`config.mk`:
```
export PLATFORM = sky130hd
export DESIGN_NAME = sm_step_scheduler
export DESIGN_NICKNAME = d
export VERILOG_FILES = /design/src/rtl/sm_step_scheduler.sv
export SDC_FILE = /design/constraint.sdc
export NUM_CORES = 1
export LEC_CHECK = 0
export ABC_CLOCK_PERIOD_IN_PS = 6860
export CORE_ASPECT_RATIO = 2
export CORE_UTILIZATION = 63
export DETAILED_ROUTE_END_ITERATION = 8
export GPL_ROUTABILITY_DRIVEN = 0
export PLACE_DENSITY = 0.85
export SYNTH_ARGS = -nofsm -noshare
export SYNTH_HDL_FRONTEND = slang
export SYNTH_SLANG_ARGS = --single-unit
```
`constraint.sdc`:
```
create_clock -name clk -period 6.86 [get_ports clk]
set_input_delay 1.029 -clock clk [delete_from_list [all_inputs] [get_ports clk]]
set_output_delay 1.029 -clock clk [all_outputs]
set_load 0.01 [all_outputs]
```
`src/rtl/sm_step_scheduler.sv`:
```
// Step-pulse sequencer between the tracking controller and the stepper driver pins.
// Guarantees step pulse width, direction setup before a step, and a floor on step period.
module sm_step_scheduler #(
  parameter int PERIOD_W   = 17,
  parameter int POS_W      = 24,
  parameter int PULSE_W    = 50,
  parameter int DIR_SETUP  = 250,
  parameter int MIN_PERIOD = 100
) (
  input  logic                clk,
  input  logic                rst,
  input  logic                enable,
  input  logic                dir_req,
  input  logic [PERIOD_W-1:0] period,
  input  logic                pos_clear,
  output logic                drv_step,
  output logic                drv_dir,
  output logic                drv_en,
  output logic                busy,
  output logic [POS_W-1:0]    step_pos
);

  localparam int CNT_W = (PERIOD_W > $clog2(DIR_SETUP + 1)) ? PERIOD_W : $clog2(DIR_SETUP + 1);
  localparam logic [PERIOD_W-1:0] MIN_P    = PERIOD_W'(MIN_PERIOD);
  localparam logic [CNT_W-1:0]    HI_LAST  = CNT_W'(PULSE_W - 1);
  localparam logic [CNT_W-1:0]    DIR_LAST = CNT_W'(DIR_SETUP - 1);
  localparam logic [CNT_W-1:0]    LO_SKIP  = CNT_W'(PULSE_W + 1);

  typedef enum logic [1:0] {IDLE, DIR_WAIT, STEP_HI, STEP_LO} state_t;

  state_t              state, state_nxt;
  logic [CNT_W-1:0]    cnt;
  logic [PERIOD_W-1:0] p_lat;
  logic [PERIOD_W-1:0] p_eff;
  logic                go;
  logic                lo_last;
  logic                dir_load;
  logic                step_entry;

  assign p_eff = (period < MIN_P) ? MIN_P : period;
  assign go    = enable && (period != '0);
  assign busy  = (state != IDLE);
  // The low phase ends so that the next rise lands p_lat cycles after the previous one.
  assign lo_last = (cnt == (CNT_W'(p_lat) - LO_SKIP));

  always_ff @(posedge clk or posedge rst) begin
    if (rst) state <= IDLE;
    else     state <= state_nxt;
  end

  always_comb begin
    state_nxt = state;
    dir_load  = 1'b0;
    case (state)
      IDLE: begin
        if (go) begin
          if (dir_req != drv_dir) begin
            state_nxt = DIR_WAIT;
            dir_load  = 1'b1;
          end else begin
            state_nxt = STEP_HI;
          end
        end
      end
      DIR_WAIT: begin
        if (!enable)              state_nxt = IDLE;
        else if (cnt == DIR_LAST) state_nxt = STEP_HI;
      end
      STEP_HI: begin
        if (cnt == HI_LAST) state_nxt = enable ? STEP_LO : IDLE;
      end
      STEP_LO: begin
        if (lo_last) begin
          if (!go) begin
            state_nxt = IDLE;
          end else if (dir_req != drv_dir) begin
            state_nxt = DIR_WAIT;
            dir_load  = 1'b1;
          end else begin
            state_nxt = STEP_HI;
          end
        end
      end
      default: state_nxt = IDLE;
    endcase
    step_entry = (state_nxt == STEP_HI) && (state != STEP_HI);
  end

  // Datapath: cnt restarts on every state change; period and position update only at a rise.
  always_ff @(posedge clk or posedge rst) begin
    if (rst) begin
      cnt      <= '0;
      p_lat    <= '0;
      drv_step <= 1'b0;
      drv_dir  <= 1'b0;
      drv_en   <= 1'b0;
      step_pos <= '0;
    end else begin
      if (state_nxt != state || state == IDLE) cnt <= '0;
      else                                     cnt <= cnt + CNT_W'(1);
      if (dir_load)   drv_dir <= dir_req;
      if (step_entry) p_lat   <= p_eff;
      drv_step <= (state_nxt == STEP_HI);
      drv_en   <= enable | busy;
      if (pos_clear)       step_pos <= '0;
      else if (step_entry) step_pos <= drv_dir ? step_pos + POS_W'(1) : step_pos - POS_W'(1);
    end
  end

endmodule

```
[Word-level counts from Yosys, hierarchy flattened]
Index checks and enable logic that the tools add are counted.
Operators by class
  $add $sub $neg: 4
  multipliers: 0
  div/mod/pow operators: 0
  $lt $le $gt $ge: 1
  eq/ne operators: 10
  shifts and indexed selects: 0
  mux-type cells: 18
  bitwise logic cells: 1
  reduce and logical (&&, ||, !) cells: 7
Operators by type and width (number)
  $mux W24: 3
  $mux W17: 2
  $add A24 B1 Y24 const B: 1
  $sub A24 B1 Y24 const B: 1
  $add A17 B1 Y17 const B: 1
  $eq A17 B17 Y1: 1
  $eq A17 B6 Y1 const B: 1
  $eq A17 B8 Y1 const B: 1
  $lt A17 B7 Y1 const B: 1
  $reduce_bool A17 Y1: 1
  $sub A17 B6 Y17 const B: 1
  $mux W2: 8
  $pmux W2 S4: 1
  $eq A2 B2 Y1 const B: 3
  $reduce_bool A2 Y1: 2
  $mux W1: 3
  $eq A2 B1 Y1 const B: 1
  $logic_and A1 B1 Y1: 2
  $logic_not A2 Y1: 1
  $ne A2 B2 Y1: 1
  $ne A2 B2 Y1 const B: 1
  $pmux W1 S2: 1
  $logic_or A1 B1 Y1: 1
  $ne A1 B1 Y1: 1
  $or A1 B1 Y1: 1
Word-level totals
  register bits: 63
  latch bits: 0
  memory bits (writable): 0
  bits in read-only memories: 0
  output and inout bits: 28
  logic and storage cells: 48
  memories kept: 0

[Longest topological paths before layout]
Gate-level depths: netlist of run 1.
  word-level depth: 9
  gate-level depth with buffers: 14

[Least setup slack after synthesis of run 1]
No wires, ideal clock.
  path type: flip-flop to flip-flop
  from: register p_lat[0]
  to: register p_lat[10]
  setup time: 0.125 ns
  data arrival time: 3.295 ns
  data required time: 6.735 ns
  path slack: 3.440 ns
  stages on the path, launching flop included: 13
  path buffers: 2
  period minus slack after synthesis: 3.420 ns
  path through: dfrtp_1 > ha_1 > xor2_1 > a211oi_1 > o221ai_1 > or4_1 > nor4_2 > a31oi_1 > or3_1 > buf_6 > nor3_4 > buf_6 > mux2_4
On the way
  word-level cells in the longest chain between the ends: 6
RTL lines
  start: declaration: line 33  | logic [PERIOD_W-1:0] p_lat;
  start signal: assignment: line 102  | if (step_entry) p_lat <= p_eff;
  $sub A17 B6 Y17: line 44  | assign lo_last = (cnt == (CNT_W'(p_lat) - LO_SKIP));
  $eq A17 B17 Y1: line 44
  $mux W2: line 73  | if (lo_last) begin
  $pmux W2 S4: line 54  | case (state)
  $eq A2 B2 Y1: line 86  | step_entry = (state_nxt == STEP_HI) && (state != STEP_HI);
  $logic_and A1 B1 Y1: line 86
Every way passes these cells.
A chain may end at the register's enable or synchronous reset.

[Worst setup path in the final report of run 1]
  from: register p_lat[0]
  to: register cnt[3]
On the way
  word-level cells in the longest chain between the ends: 7
RTL lines
  $sub A17 B6 Y17: line 44
  $eq A17 B17 Y1: line 44
  $mux W2: line 73
  $pmux W2 S4: line 54
  $ne A2 B2 Y1: line 99  | if (state_nxt != state || state == IDLE) cnt <= '0;
  $logic_or A1 B1 Y1: line 99
  $mux W17: line 99
  end signal: assignment: line 100  | else cnt <= cnt + CNT_W'(1);
  end: declaration: line 32  | logic [CNT_W-1:0] cnt;
Every way passes these cells.

==> results of run 1 <==
sequential cells by signal (all words and copies together) (netlist names):
register	cells
drv_step	1
p_lat	17
drv_dir	1
cnt	17
state	2
drv_en	1
step_pos	24
synthesized netlist by cell type (2+ instances only):
master     count  area [um2]
nor4_1        10       62.56
nand4_1        4       25.02
nand3b_1       2       15.01
mux2i_1        5       50.05
a21boi_0       2       15.01
nand2_1       28       105.1
nor2b_1        5       31.28
a31oi_1       11       68.82
o211ai_1       7       52.55
buf_1          2       7.510
and2_1         2       12.51
or3_1          7       43.79
buf_4          2       15.01
nor2_1        22       82.58
ha_1          30       375.4
buf_2          6       30.03
buf_6          2       22.52
nand4b_1       6       52.55
o21bai_1       2       15.01
o2111ai_1      3       26.28
or4_1          7       52.55
a211oi_1       3       22.52
xnor2_1       31       271.5
dfrtp_1       63        1577
a21oi_1       46       230.2
inv_1         37       138.9
a21o_1         8       60.06
nand3_1       30       150.1
xor2_1        18       157.7
mux2_2         3       33.78
o311ai_1       2       17.52
nor3_1        23       115.1
mux2_4         9       135.1
o21ai_0       21       105.1
nand2b_1       5       31.28
and3_1        16       100.1
o221ai_1       2       17.52
o31ai_1       23       172.7
a311o_1        2       20.02
clkbuf_1      11       41.29
layout make-up:
class                      instances  area (um2)
timing repair buffer              53       520.5
clock buffer                      13       260.3
multi-input combinational        421        3017
tap                               94       117.6
inverter                          37       138.9
clock inverter                     3       65.06
sequential                        63        1577
fill                             567        1849
worst max-delay path, stage by stage, from the launching register on:
cell and delay [ns]:
dfrtp_1 0.43, ha_1 0.29, o311ai_1 0.57, nand3_1 0.23, or4_1 0.51, nand4_1 0.14, nor4_2 0.07, and3_1 0.21
o21ai_2 0.74, inv_1 0.74, xnor2_1 0.35, buf_4 0.27, nor3_1 0.09
metrics by stage:
stage               power [mW]  setup WS (ns)
global placement        0.4606          1.909
finish                  0.9576          2.084
CTS                     0.9616          2.089
global route            0.9855          1.646
detailed placement      0.4631          1.859
floorplan               0.4365          3.440
per-layer routing:
layer / global-route usage, % / up-vias / wire length, um / share of wire [%]
li1: - / 2116 / - / -
met1: 35.90 / 2231 / 4576 / 35
met2: 62.39 / 192 / 7049 / 55
met3: 5.525 / 62 / 499 / 3.9
met4: 22.59 / 0 / 791 / 6.1
met5: 0 / - / 0 / 0
logic make-up (layout without fill, tap and decap cells):
| group | Yosys count | count (layout) | synth area share, % |
|---|---|---|---|
| and+or+nand+nor | 173 | 173 | 19.70 |
| AOI/OAI and AO/OA | 150 | 150 | 20.50 |
| DFF | 63 | 63 | 32.48 |
| buffers and inverters | 61 | 106 | 5.362 |
| xor gates and xnor gates | 49 | 49 | 8.842 |
| adders and majority gates | 31 | 31 | 8.146 |
| muxes | 18 | 18 | 4.975 |
power by group through the flow:
stage	clock network [mW]	logic, mW	registers (mW)
4_1_cts	0.504	0.0699	0.387
5_1_grt	0.520	0.0769	0.389
2_1_floorplan	0	0.0479	0.389
3_5_place_dp	0	0.0696	0.394
3_3_place_gp	0	0.0675	0.393
6_report	0.500	0.0697	0.388
how the worst max path moves through the flow:
stage	to	slack (ns)	depth (start not counted)
final	cnt[3]	2.08	12
after global routing	cnt[3]	1.65	12
after CTS	cnt[3]	2.09	12
after detailed placement	p_lat[15]	1.86	10
after global placement	p_lat[15]	1.91	10
after floorplan	p_lat[10]	3.44	12
==> results.md, run 1 <==
- Count of final hold-check violations: 0
- Syn avg cell area: 8.905 um2
- Final period util: 69.63%
- Internal cell power: 0.7443 mW
- Core area: 0.007545 mm2
- Cells after Synth: 545
- Total I/O pin count: 50
- DRC Markers: 0
- Total track usage: 34.65%
- Most frequent cells in the layout: 63 x dfrtp_1, 49 x clkdlybuf4s50_1, 46 x a21oi_1, 36 x inv_1, 31 x xnor2_1
- Cell variety after synth: 67
- Starting DRT DRC Count: 342
- Post-DP Area: 0.005370 mm2
- Finished Cell Area: 0.005695 mm2
- Post-CTS sizing: 0
- Comb power frac: 7.3%
- Syn nets: 598
- Yosys reg bits: 63
- Peak supply drop: 181.3 uV
- Sink of the worst hold path: step_pos[16]
- Die Span Y: 126.1 um
- Most common cell after layout, fill and taps aside: dfrtp_1
- CTS H-tree depth: 3
- P_sw: 0.2133 mW
- Setup Crit Path Kind: reg2reg
- Register area share after synthesis: 32.48%
- Max_slew headroom: 34.72%
- Worst reg2reg path startpoint: p_lat[0]
- PD cells: 168.1 mW/mm2
- Die footprint: 0.008080 mm2
- Postcts setup bufs: 0
- Vias in the first global route: 4560
- CTS Buf Count: 9
- Worst EP required: 7.05 ns
- Worst Setup SP: p_lat[0]
- Syn. warnings: 0
- R2r setup slk: 2.08 ns
- Initial Utilization: 64.33%
- Layout cells sized above 1: 6.441%
- Part of the power in registers: 40.5%
- R2r endpoint: cnt[3]
- Hold_buf cts: 0
- Detailed Route WL: 12.92 mm
- Fmax achieved: 209.4 MHz
- Clk_skew: 0.01010 ns
- Sw frac: 22.27%
- TritonCTS clock tree: yes
- Worst Path Arrival: 4.96 ns
- CP Capture Type: register
- Via/cell ratio: 6.727
- Async SR Flop Fraction: 100.0%
- Worst-Skew Late Latency: 0.34 ns
- I/O Buffers: 49
- Ys flop type: dfrtp_1
- Outcome: complete, no violations
- Post-route minimum period: 4.776 ns
- Number of max-cap violations: 0
- N_diodes: 0
- First-pass GRT wire length: 21.32 mm
- Post-synth EDFFs: 0
- Clk slew on worst S/H paths: 0.05 ns
- Die extent in x: 64.07 um
- Unrepaired setup endpoints after global routing: false
- Initial antenna violation count: 0
- Clock power share: 52.2%
- Slew Viols, Final: 0
- Startpoint types: register
- Hold Path Stages: 2
- Clk sink count: 63
- Largest net degree at the start of global routing: 64
- Area Growth Syn to Fin: 17.35%
- Dpl cells: 668
- Min-delay worst type: reg2reg
- Final cell count without fillers: 684
- Num rows: 45
- DR pass1 iterations: 5
- Final TNS setup: 0 ns
- Via Count: 4601
- CTS root buffer: clkbuf_16
- Final setup vio count: 0
- Crit-path max FO: 30
- Post-DRT Antenna Nets: 0
- Clock tree buffer depth: 2
- WL/cell: 18.88 um
- Post-Syn Area: 0.004853 mm2
- Final nets: 638
- Total gr overflow: 0
- Hold WS: 0.5671 ns
- Hold path start: step_pos[16]
- Static Leak: 2.395 nW
- Worst r2r path cells: 12
- Actual slew at the worst max-slew pin: 0.9782 ns
- Post-layout util: 75.49%
- Hpwl dp: 9.271 mm
Note: power is estimated with default switching activity, not from simulation.
==> run 2: changes to the inputs <==
- ABC_CLOCK_PERIOD_IN_PS: 6860 -> 4200
- CORE_UTILIZATION: 63 -> 52
- PLACE_DENSITY: 0.85 -> 0.75
- clock period: 6.86 -> 4.2 ns (I/O delays scaled with it)
==> results.md, run 2 (synthesized netlist as in run 1, its figures left out) <==
- Outcome: complete, no violations
- Total gr overflow: 0
- Clock tree buffer depth: 2
- Slowest stage delay, CP: 0.56 ns
- Internal cell power: 1.098 mW
- Final TNS setup: 0 ns
- Die Span Y: 138.6 um
- Critical-path top delay cell: or4_1
- Clk slew on worst S/H paths: 0.06 ns
- WL/cell: 18.61 um
- Via Count: 4465
- TritonCTS clock tree: yes
- Number of max-cap violations: 0
- Final nets: 647
- Static Leak: 2.418 nW
- Most common cell after layout, fill and taps aside: dfrtp_1
- P_sw: 0.3535 mW
- Registers with the most flip-flops: step_pos (24), cnt (17), p_lat (17)
- Max reg flops: 24
- Post-CTS sizing: 0
- Most frequent cells in the layout: 63 x dfrtp_1, 49 x clkdlybuf4s50_1, 46 x a21oi_1, 36 x inv_1, 31 x xnor2_1
- I/O Buffers: 49
- CP Capture Type: register
- Overall power: 1.452 mW
- First-pass GRT wire length: 22.12 mm
- Comb power frac: 8.3%
- Max_slew headroom: 34.67%
- Hpwl dp: 9.669 mm
- Largest net degree at the start of global routing: 37
- Worst Path Arrival: 4.04 ns
- Total I/O pin count: 50
- Crit-path max FO: 21
- Part of the power in registers: 43.6%
- Die footprint: 0.009747 mm2
- Startpoint types: register
- Post-DP Area: 0.005460 mm2
- DR pass1 iterations: 4
- Sw frac: 24.35%
- Via/cell ratio: 6.369
- Fmax achieved: 259.5 MHz
- Post-route minimum period: 3.853 ns
- Final setup vio count: 0
- CTS H-tree depth: 3
- Die extent in x: 70.32 um
- Final period util: 91.73%
- CP cell instances: or4_1, or3_1, a2111oi_1, a31oi_1, a22oi_2, a31oi_1, or3_1, buf_4, mux2i_4, nor3_1
- Count of final hold-check violations: 0
- Num rows: 49
- Total track usage: 28.42%
- N_diodes: 0
- Initial Utilization: 53.85%
- Clk_skew: 0.007025 ns
- Post-DRT Antenna Nets: 0
- Peak supply drop: 260.1 uV
- DRC Markers: 0
- Actual slew at the worst max-slew pin: 0.9769 ns
- Unrepaired setup endpoints after global routing: false
- Detailed Route WL: 13.05 mm
- Hold_buf cts: 0
- PD cells: 253.0 mW/mm2
- Initial antenna violation count: 0
- Postcts setup bufs: 0
- CTS root buffer: clkbuf_16
- R2r setup slk: 0.35 ns
- CP delay by family, top: simple AND/OR/NAND/NOR gates
- Min-delay worst type: reg2reg
- Clock power share: 48.1%
- Layout cells sized above 1: 7.846%
- Core area: 0.009012 mm2
- Largest Register: step_pos
- Clk sink count: 63
- Starting DRT DRC Count: 331
- Worst EP required: 4.39 ns
- Finished Cell Area: 0.005738 mm2
- Setup Crit Path Kind: reg2reg
- Area Growth Syn to Fin: 18.23%
- Slew Viols, Final: 0
- Vias in the first global route: 4609
- Worst-Skew Late Latency: 0.33 ns
- CTS Buf Count: 9
- Worst path buffer plus inverter count: 1
-- run 2: cell count changes in the layout (fill, tap and decap cells not counted) --
| cell | change |
|---|---|
| buf_12 | +1 |
| bufinv_16 | -2 |
| clkinvlp_4 | +1 |
| buf_4 | +8 |
| clkinv_2 | +1 |
-- run 2: layer usage --
metal | track usage [%] | share of wire, % | up-vias
met5 | 0 | 0 | -
li1 | - | - | 2125
met2 | 52.83 | 57 | 101
met3 | 3.343 | 2.0 | 41
met1 | 29.50 | 36 | 2198
met4 | 16.74 | 4.6 | 0
-- run 2: worst paths after layout --
kind                             start           to  cells past startpoint
min                        step_pos[6]  step_pos[6]                      2
max                           p_lat[8]      cnt[15]                     10
max in group asynchronous          rst     p_lat[3]                      3
min in group asynchronous          rst  step_pos[5]                      2
min reg2reg                step_pos[6]  step_pos[6]                      2
max reg2reg                   p_lat[8]      cnt[15]                     10
-- run 2: stage by stage --
| stage | util (%) | worst slack (ns) | std cells | hold slack, ns |
|---|---|---|---|---|
| global placement | 60.59 | 0.3269 | 685 | 0.5456 |
| global route | 63.67 | 0.06052 | 701 | 0.5865 |
| CTS | 63.67 | 0.3592 | 701 | 0.5723 |
| finish | 63.67 | 0.3471 | 701 | 0.5672 |
| detailed placement | 60.59 | 0.2508 | 685 | 0.5593 |
| floorplan | - | 0.7800 | 545 | 0.5019 |
-- run 2: power by group through the flow --
| stage | logic, mW | registers [mW] | clock network, mW |
|---|---|---|---|
| detailed placement | 0.121 | 0.643 | 0 |
| global route | 0.134 | 0.633 | 0.724 |
| finish | 0.121 | 0.633 | 0.698 |
| global placement | 0.118 | 0.642 | 0 |
| floorplan | 0.0782 | 0.635 | 0 |
| CTS | 0.122 | 0.632 | 0.705 |
-- run 2: area by class of cell --
cell class | instances | area (um2)
well taps | 102 | 127.6
inverters | 37 | 138.9
multi-input cells | 421 | 3017
flip-flops and latches | 63 | 1577
clock buffers | 13 | 260.3
clock inverters | 3 | 17.52
repair buffers | 62 | 600.6
fillers | 812 | 3274
-- run 2: worst reg2reg max path, cell delays in order, from the launching register on --
cell and delay (ns):
dfrtp_1 0.47, or4_1 0.56, or3_1 0.38, a2111oi_1 0.38
a31oi_1 0.13, a22oi_2 0.29, a31oi_1 0.18, or3_1 0.46
buf_4 0.25, mux2i_4 0.49, nor3_1 0.12
